--- config.mk ---
export PLATFORM = sky130hd
export DESIGN_NAME = idli_fetch_m
export DESIGN_NICKNAME = d
export VERILOG_FILES = /design/src/rtl/idli_fetch_m.sv
export SDC_FILE = /design/constraint.sdc
export NUM_CORES = 1
export LEC_CHECK = 0
export ABC_AREA = 1
export BUFFER_PORTS_ARGS = -buffer_cell sky130_fd_sc_hd__buf_2
export CAP_MARGIN = 5
export CORE_UTILIZATION = 60
export DETAILED_ROUTE_END_ITERATION = 8
export GPL_TIMING_DRIVEN = 0
export PLACE_DENSITY_LB_ADDON = 0.3
export SKIP_LAST_GASP = 1
export SYNTH_ARGS = -nofsm -noshare
export SYNTH_HDL_FRONTEND = slang
export SYNTH_SLANG_ARGS = --single-unit
--- constraint.sdc ---
create_clock -name i_fch_gck -period 3.2 [get_ports i_fch_gck]
set_clock_uncertainty 0.15 [all_clocks]
set_input_delay 0.32 -clock i_fch_gck [delete_from_list [all_inputs] [get_ports i_fch_gck]]
set_output_delay 0.32 -clock i_fch_gck [all_outputs]
set_load 0.02 [all_outputs]
--- src/rtl/idli_fetch_m.sv ---
// ---------------------------------------------------------------------------
// idli_fetch_m -- instruction fetch stage
//
// Reads instruction words from an external SQI SRAM in sequential read mode
// and streams them to the decoder one nibble per cycle, MSB nibble first.
// A burst is opened once (command + 24-bit byte address + dummy cycles) and
// then left running; only a redirect or reset closes it and opens a new one.
//
// Ports
//   i_fch_gck          clock
//   i_fch_rst          synchronous active-high reset
//   o_fch_sqi_cs_n     SRAM chip select, active low
//   o_fch_sqi_sck_en   SCK gate, SRAM is clocked in cycles where this is 1
//   o_fch_sqi_oe       1 = block drives SIO
//   o_fch_sqi_wr       nibble driven onto SIO
//   i_fch_sqi_rd       nibble sampled from SIO
//   o_fch_enc          nibble to decode
//   o_fch_enc_vld      o_fch_enc valid
//   o_fch_pc           word address of the word o_fch_enc belongs to
//   i_fch_stall        backend cannot accept nibbles, freeze
//   i_fch_redirect     execute redirect
//   i_fch_redirect_pc  redirect target word address
//
// state    | meaning
// ---------+------------------------------------------------------------
// ST_DESEL | chip deselected for one cycle, closes any open burst
// ST_CMD   | two nibbles of the read command
// ST_ADDR  | six nibbles of the byte address
// ST_DUMMY | turnaround cycles before the SRAM drives data
// ST_DATA  | one data nibble sampled per SCK cycle, indefinitely
// ---------------------------------------------------------------------------
module idli_fetch_m #(
    parameter logic [15:0] RESET_PC     = 16'h0000,
    parameter logic [7:0]  READ_CMD     = 8'h03,
    parameter int unsigned DUMMY_CYCLES = 2
) (
    input  logic        i_fch_gck,
    input  logic        i_fch_rst,
    output logic        o_fch_sqi_cs_n,
    output logic        o_fch_sqi_sck_en,
    output logic        o_fch_sqi_oe,
    output logic [3:0]  o_fch_sqi_wr,
    input  logic [3:0]  i_fch_sqi_rd,
    output logic [3:0]  o_fch_enc,
    output logic        o_fch_enc_vld,
    output logic [15:0] o_fch_pc,
    input  logic        i_fch_stall,
    input  logic        i_fch_redirect,
    input  logic [15:0] i_fch_redirect_pc
);

    typedef enum logic [2:0] {
        ST_DESEL,
        ST_CMD,
        ST_ADDR,
        ST_DUMMY,
        ST_DATA
    } state_t;

    localparam logic [3:0] DUMMY_LAST = 4'(DUMMY_CYCLES - 1);

    state_t      state_q, state_d;
    logic [3:0]  nib_cnt_q, nib_cnt_d;
    logic [1:0]  wrd_cnt_q, wrd_cnt_d;
    logic [15:0] addr_q, addr_d;
    logic [15:0] pc_q, pc_d;
    logic [3:0]  enc_q, enc_d;
    logic        vld_q, vld_d;
    logic [23:0] byte_addr;
    logic [23:0] addr_shift;

    // SRAM is byte addressed; instruction words are 16 bits.
    assign byte_addr  = {7'b0, addr_q, 1'b0};
    // Address nibble 5 (MSB) goes out first, so shift by 4*(5-cnt).
    assign addr_shift = byte_addr >> {3'd5 - nib_cnt_q[2:0], 2'b00};

    always_ff @(posedge i_fch_gck) begin
        if (i_fch_rst) begin
            state_q   <= ST_DESEL;
            nib_cnt_q <= 4'd0;
            wrd_cnt_q <= 2'd0;
            addr_q    <= RESET_PC;
            pc_q      <= RESET_PC;
            enc_q     <= 4'h0;
            vld_q     <= 1'b0;
        end else begin
            state_q   <= state_d;
            nib_cnt_q <= nib_cnt_d;
            wrd_cnt_q <= wrd_cnt_d;
            addr_q    <= addr_d;
            pc_q      <= pc_d;
            enc_q     <= enc_d;
            vld_q     <= vld_d;
        end
    end

    always_comb begin
        state_d   = state_q;
        nib_cnt_d = nib_cnt_q;
        wrd_cnt_d = wrd_cnt_q;
        addr_d    = addr_q;
        pc_d      = pc_q;
        enc_d     = enc_q;
        vld_d     = 1'b0;

        o_fch_sqi_cs_n   = 1'b1;
        o_fch_sqi_sck_en = 1'b0;
        o_fch_sqi_oe     = 1'b0;
        o_fch_sqi_wr     = 4'h0;

        case (state_q)
            ST_DESEL: begin
                // Stall is deliberately ignored here: nothing is clocked yet.
                state_d   = ST_CMD;
                nib_cnt_d = 4'd0;
                wrd_cnt_d = 2'd0;
            end
            ST_CMD: begin
                o_fch_sqi_cs_n = 1'b0;
                o_fch_sqi_oe   = 1'b1;
                o_fch_sqi_wr   = nib_cnt_q[0] ? READ_CMD[3:0] : READ_CMD[7:4];
                if (!i_fch_stall) begin
                    o_fch_sqi_sck_en = 1'b1;
                    if (nib_cnt_q == 4'd1) begin
                        state_d   = ST_ADDR;
                        nib_cnt_d = 4'd0;
                    end else begin
                        nib_cnt_d = nib_cnt_q + 4'd1;
                    end
                end
            end
            ST_ADDR: begin
                o_fch_sqi_cs_n = 1'b0;
                o_fch_sqi_oe   = 1'b1;
                o_fch_sqi_wr   = addr_shift[3:0];
                if (!i_fch_stall) begin
                    o_fch_sqi_sck_en = 1'b1;
                    if (nib_cnt_q == 4'd5) begin
                        state_d   = ST_DUMMY;
                        nib_cnt_d = 4'd0;
                    end else begin
                        nib_cnt_d = nib_cnt_q + 4'd1;
                    end
                end
            end
            ST_DUMMY: begin
                o_fch_sqi_cs_n = 1'b0;
                if (!i_fch_stall) begin
                    o_fch_sqi_sck_en = 1'b1;
                    if (nib_cnt_q == DUMMY_LAST) begin
                        state_d   = ST_DATA;
                        nib_cnt_d = 4'd0;
                        wrd_cnt_d = 2'd0;
                    end else begin
                        nib_cnt_d = nib_cnt_q + 4'd1;
                    end
                end
            end
            ST_DATA: begin
                o_fch_sqi_cs_n = 1'b0;
                if (!i_fch_stall) begin
                    o_fch_sqi_sck_en = 1'b1;
                    enc_d            = i_fch_sqi_rd;
                    vld_d            = 1'b1;
                    // pc travels with the nibble, so it is the address
                    // before any increment caused by this sample.
                    pc_d             = addr_q;
                    wrd_cnt_d        = wrd_cnt_q + 2'd1;
                    if (wrd_cnt_q == 2'd3) begin
                        addr_d = addr_q + 16'd1;
                    end
                end
            end
            default: begin
                state_d = ST_DESEL;
            end
        endcase

        // Redirect beats stall and every state: close the burst, no SCK,
        // drop whatever sample would have been taken this cycle.
        if (i_fch_redirect) begin
            state_d          = ST_DESEL;
            nib_cnt_d        = 4'd0;
            wrd_cnt_d        = 2'd0;
            addr_d           = i_fch_redirect_pc;
            pc_d             = i_fch_redirect_pc;
            enc_d            = enc_q;
            vld_d            = 1'b0;
            o_fch_sqi_sck_en = 1'b0;
        end
    end

    assign o_fch_enc     = enc_q;
    assign o_fch_pc      = pc_q;
    // The nibble already registered when a redirect arrives is stale.
    assign o_fch_enc_vld = vld_q & ~i_fch_redirect;

endmodule

==> flow_metrics.env <==
export IMPL_status="finished, final reports clean"
export IMPL_die_h_um=69.6
export IMPL_grt_max_degree=16
export IMPL_clock_latency_ns=0.31
export IMPL_place_area_mm2=0.00306
export IMPL_grt_pass1_vias=2831
export IMPL_drc=0
export IMPL_seq_area_frac_synth_pct=33.6
export IMPL_synth_nets=462
export IMPL_fin_crit_sh_pct=75.1
export IMPL_reg2reg_depth=8
export IMPL_fin_crit_ns=2.40
export IMPL_grt_usage_pct=33.4
export IMPL_holdPathStages=2
export IMPL_wl_um=7770
export IMPL_die_area_mm2=0.00485
export IMPL_clkSinkCount=46
export IMPL_crit_path_end_kind="output pin"
export IMPL_start_util_pct=62.6
export IMPL_path_class="reg2out"
export IMPL_n_antenna_cell=0
export IMPL_firstDrtPassIters=5
export IMPL_fin_tns_setup_ns=0
export IMPL_antenna_found_initial=0
export IMPL_mostFrequentLayoutCells="103 x nand2_1, 58 x buf_2, 57 x nor2_1"
export IMPL_arrival_ns=1.93
export IMPL_fin_nets=519
export IMPL_post_dp_hpwl_um=5830
export IMPL_netlist_instances=433
export IMPL_final_area_mm2=0.00317
export IMPL_max_slew_margin_pct=66.5
export IMPL_grt_first_pass_wirelength_um=13100
export IMPL_synth_top_cell_area_share_pct=33.6
export IMPL_synthesis_area_mm2=0.00274
export IMPL_drtAntennaViolNets=0
export IMPL_cp_cell_sequence="clkbuf_1 > nand3_1 > o311ai_0 > buf_2"
export IMPL_synth_seq_cells=46
export IMPL_std_cell_rows=24
export IMPL_p_leak_uw=0.00152
export IMPL_rsz0062_at_grt="no"
export IMPL_cts_resized=0
export IMPL_slowest_delay_ns=0.49
export IMPL_crit_path_max_fanout=10
export IMPL_cp_start_kind="register"
export IMPL_critical_path_reg2reg_endpoint="addr_q[10]"
export IMPL_gp_congestion=0.992
export IMPL_tritoncts="built"
export IMPL_power_density_mw_per_mm2=419
export IMPL_clk_pin_slew_ns=0.10
export IMPL_holdBufCountCts=0
export IMPL_syn_avg_cell_area_um2=6.33
export IMPL_num_io_pins=52
export IMPL_drt_iter0_drc=402
export IMPL_r2r_start="addr_q[0]"
export IMPL_wire_per_inst_um=14.3
export IMPL_irDropWorstVdd_mv=0.228
export IMPL_cp_required_ns=2.73
export IMPL_cts_root_buf="clkbuf_8"
export IMPL_cp_slowest_cell="o311ai_0"
export IMPL_layout_commonest_cell="nand2_1"
export IMPL_yosysUniqueCellTypes=30
export IMPL_slew_violations=0
export IMPL_yosysWarnings=0
export IMPL_max_freq_mhz=416
export IMPL_synth_area_leaders="dfxtp_1 34%, nand2_1 14%, nand3_1 8.0%"
export IMPL_htreeDepth=2
export IMPL_min_from="i_fch_rst"
export IMPL_fillCellCount=395
export IMPL_yosys_area_top_type="dfxtp_1"
export IMPL_drive_gt1_share_pct=16.9
export IMPL_cts_buffer_depth=2
export IMPL_core_mm2=0.00438
export IMPL_hold_violations=0
export IMPL_timing_critical_path_to="o_fch_sqi_wr[0]"
export IMPL_grt_ovfl_total=0
export IMPL_critPathLaunch="nib_cnt_q[0]"
export IMPL_drt_vias_per_instance=5.72
export IMPL_cts_made_buffers=5
export IMPL_syn_to_final_growth_pct=15.6
export IMPL_die_w_um=69.6
export IMPL_final_setup_viol_count=0
export IMPL_r2r_slack_ns=1.44
export IMPL_io_buffers=50
export IMPL_via_count=3106
export IMPL_cap_violations=0
export IMPL_worst_hold_path_type="in2reg"
export IMPL_postCtsSetupBuffers=0
export IMPL_worst_pin_slew_ns=0.496
-- cell families after synthesis --
kind of cell / synth area share (%)
simple gates: 35.5
compound gates: 16.0
buf+inv: 12.0
flops: 33.6
fa+ha+maj: 2.28
xor+xnor: 0.639
-- sequential cells by signal, indices dropped and copies added (netlist names) --
signal,cells
addr_q,16
state_q,3
nib_cnt_q,4
o_fch_enc,4
wrd_cnt_q,2
vld_q,1
o_fch_pc,16
-- how the worst min path moves through the flow --
stage                   endpoint  slack [ns]
finish               o_fch_pc[1]        0.10
global route         o_fch_pc[1]         0.1
CTS                  o_fch_pc[1]        0.10
detailed placement  o_fch_enc[0]        0.30
global placement    o_fch_enc[3]        0.30
floorplan            o_fch_pc[1]        0.24
-- synth_stat cells --
cell,number
nand2_4,2
xor2_1,2
nor3_1,3
o21ai_0,31
ha_1,5
nand4_1,6
nand3b_1,1
clkbuf_1,5
buf_4,1
inv_2,4
nor4_1,1
a21boi_0,2
clkbuf_2,1
a211oi_1,1
nor2_4,3
nor3_2,1
nor2_1,57
inv_1,52
buf_8,1
a21oi_1,34
inv_6,1
a31oi_1,10
o311ai_0,1
nand3_1,44
nand4_4,1
nand2_1,103
dfxtp_1,46
buf_6,2
buf_2,8
o21ai_1,4
-- area by class of cell --
class                      instances  area [µm²]  share of cell area (%)
sequential                        46         921                    29.0
clock inverter                     3        43.8                    1.38
clock buffer                       5        68.8                    2.17
timing repair buffer              50         250                    7.89
multi-input combinational        312        1490                    47.1
tap                               52        65.1                    2.05
inverter                          57         219                    6.91
buffer                            18         109                    3.43
-- metal layers --
metal | global-route usage (%) | wire length [µm] | vias up
met5 | 0 | 0 | -
met1 | 44.2 | 3380 | 1427
li1 | - | - | 1521
met4 | 11.8 | 112 | 0
met3 | 5.38 | 565 | 13
met2 | 55.2 | 3720 | 145
-- report_power, final --
group / total [µW] / switching (µW) / internal (µW)
registers: 632 / 31.2 / 601
logic: 245 / 162 / 82.8
clock network: 450 / 216 / 234
-- critical path, delay by kind of cell, from the launching register on --
family                 cells  cell delay, ns
AOI/OAI and AO/OA          1            0.49
and+or+nand+nor            1            0.13
DFF                        1            0.39
buffers and inverters      2            0.62
-- through the flow --
step	hold slack (ns)	utilization (%)	setup WS (ns)	total power (µW)	cells
2_1_floorplan	0.239	-	1.15	806	433
3_3_place_gp	0.296	69.7	1.32	875	535
3_5_place_dp	0.302	69.7	1.21	884	535
4_1_cts	0.100	72.3	0.875	1320	543
5_1_grt	0.0996	72.3	0.690	1380	543
6_report	0.104	72.3	0.795	1330	543
No activity file was read; power rests on OpenSTA's default activity.
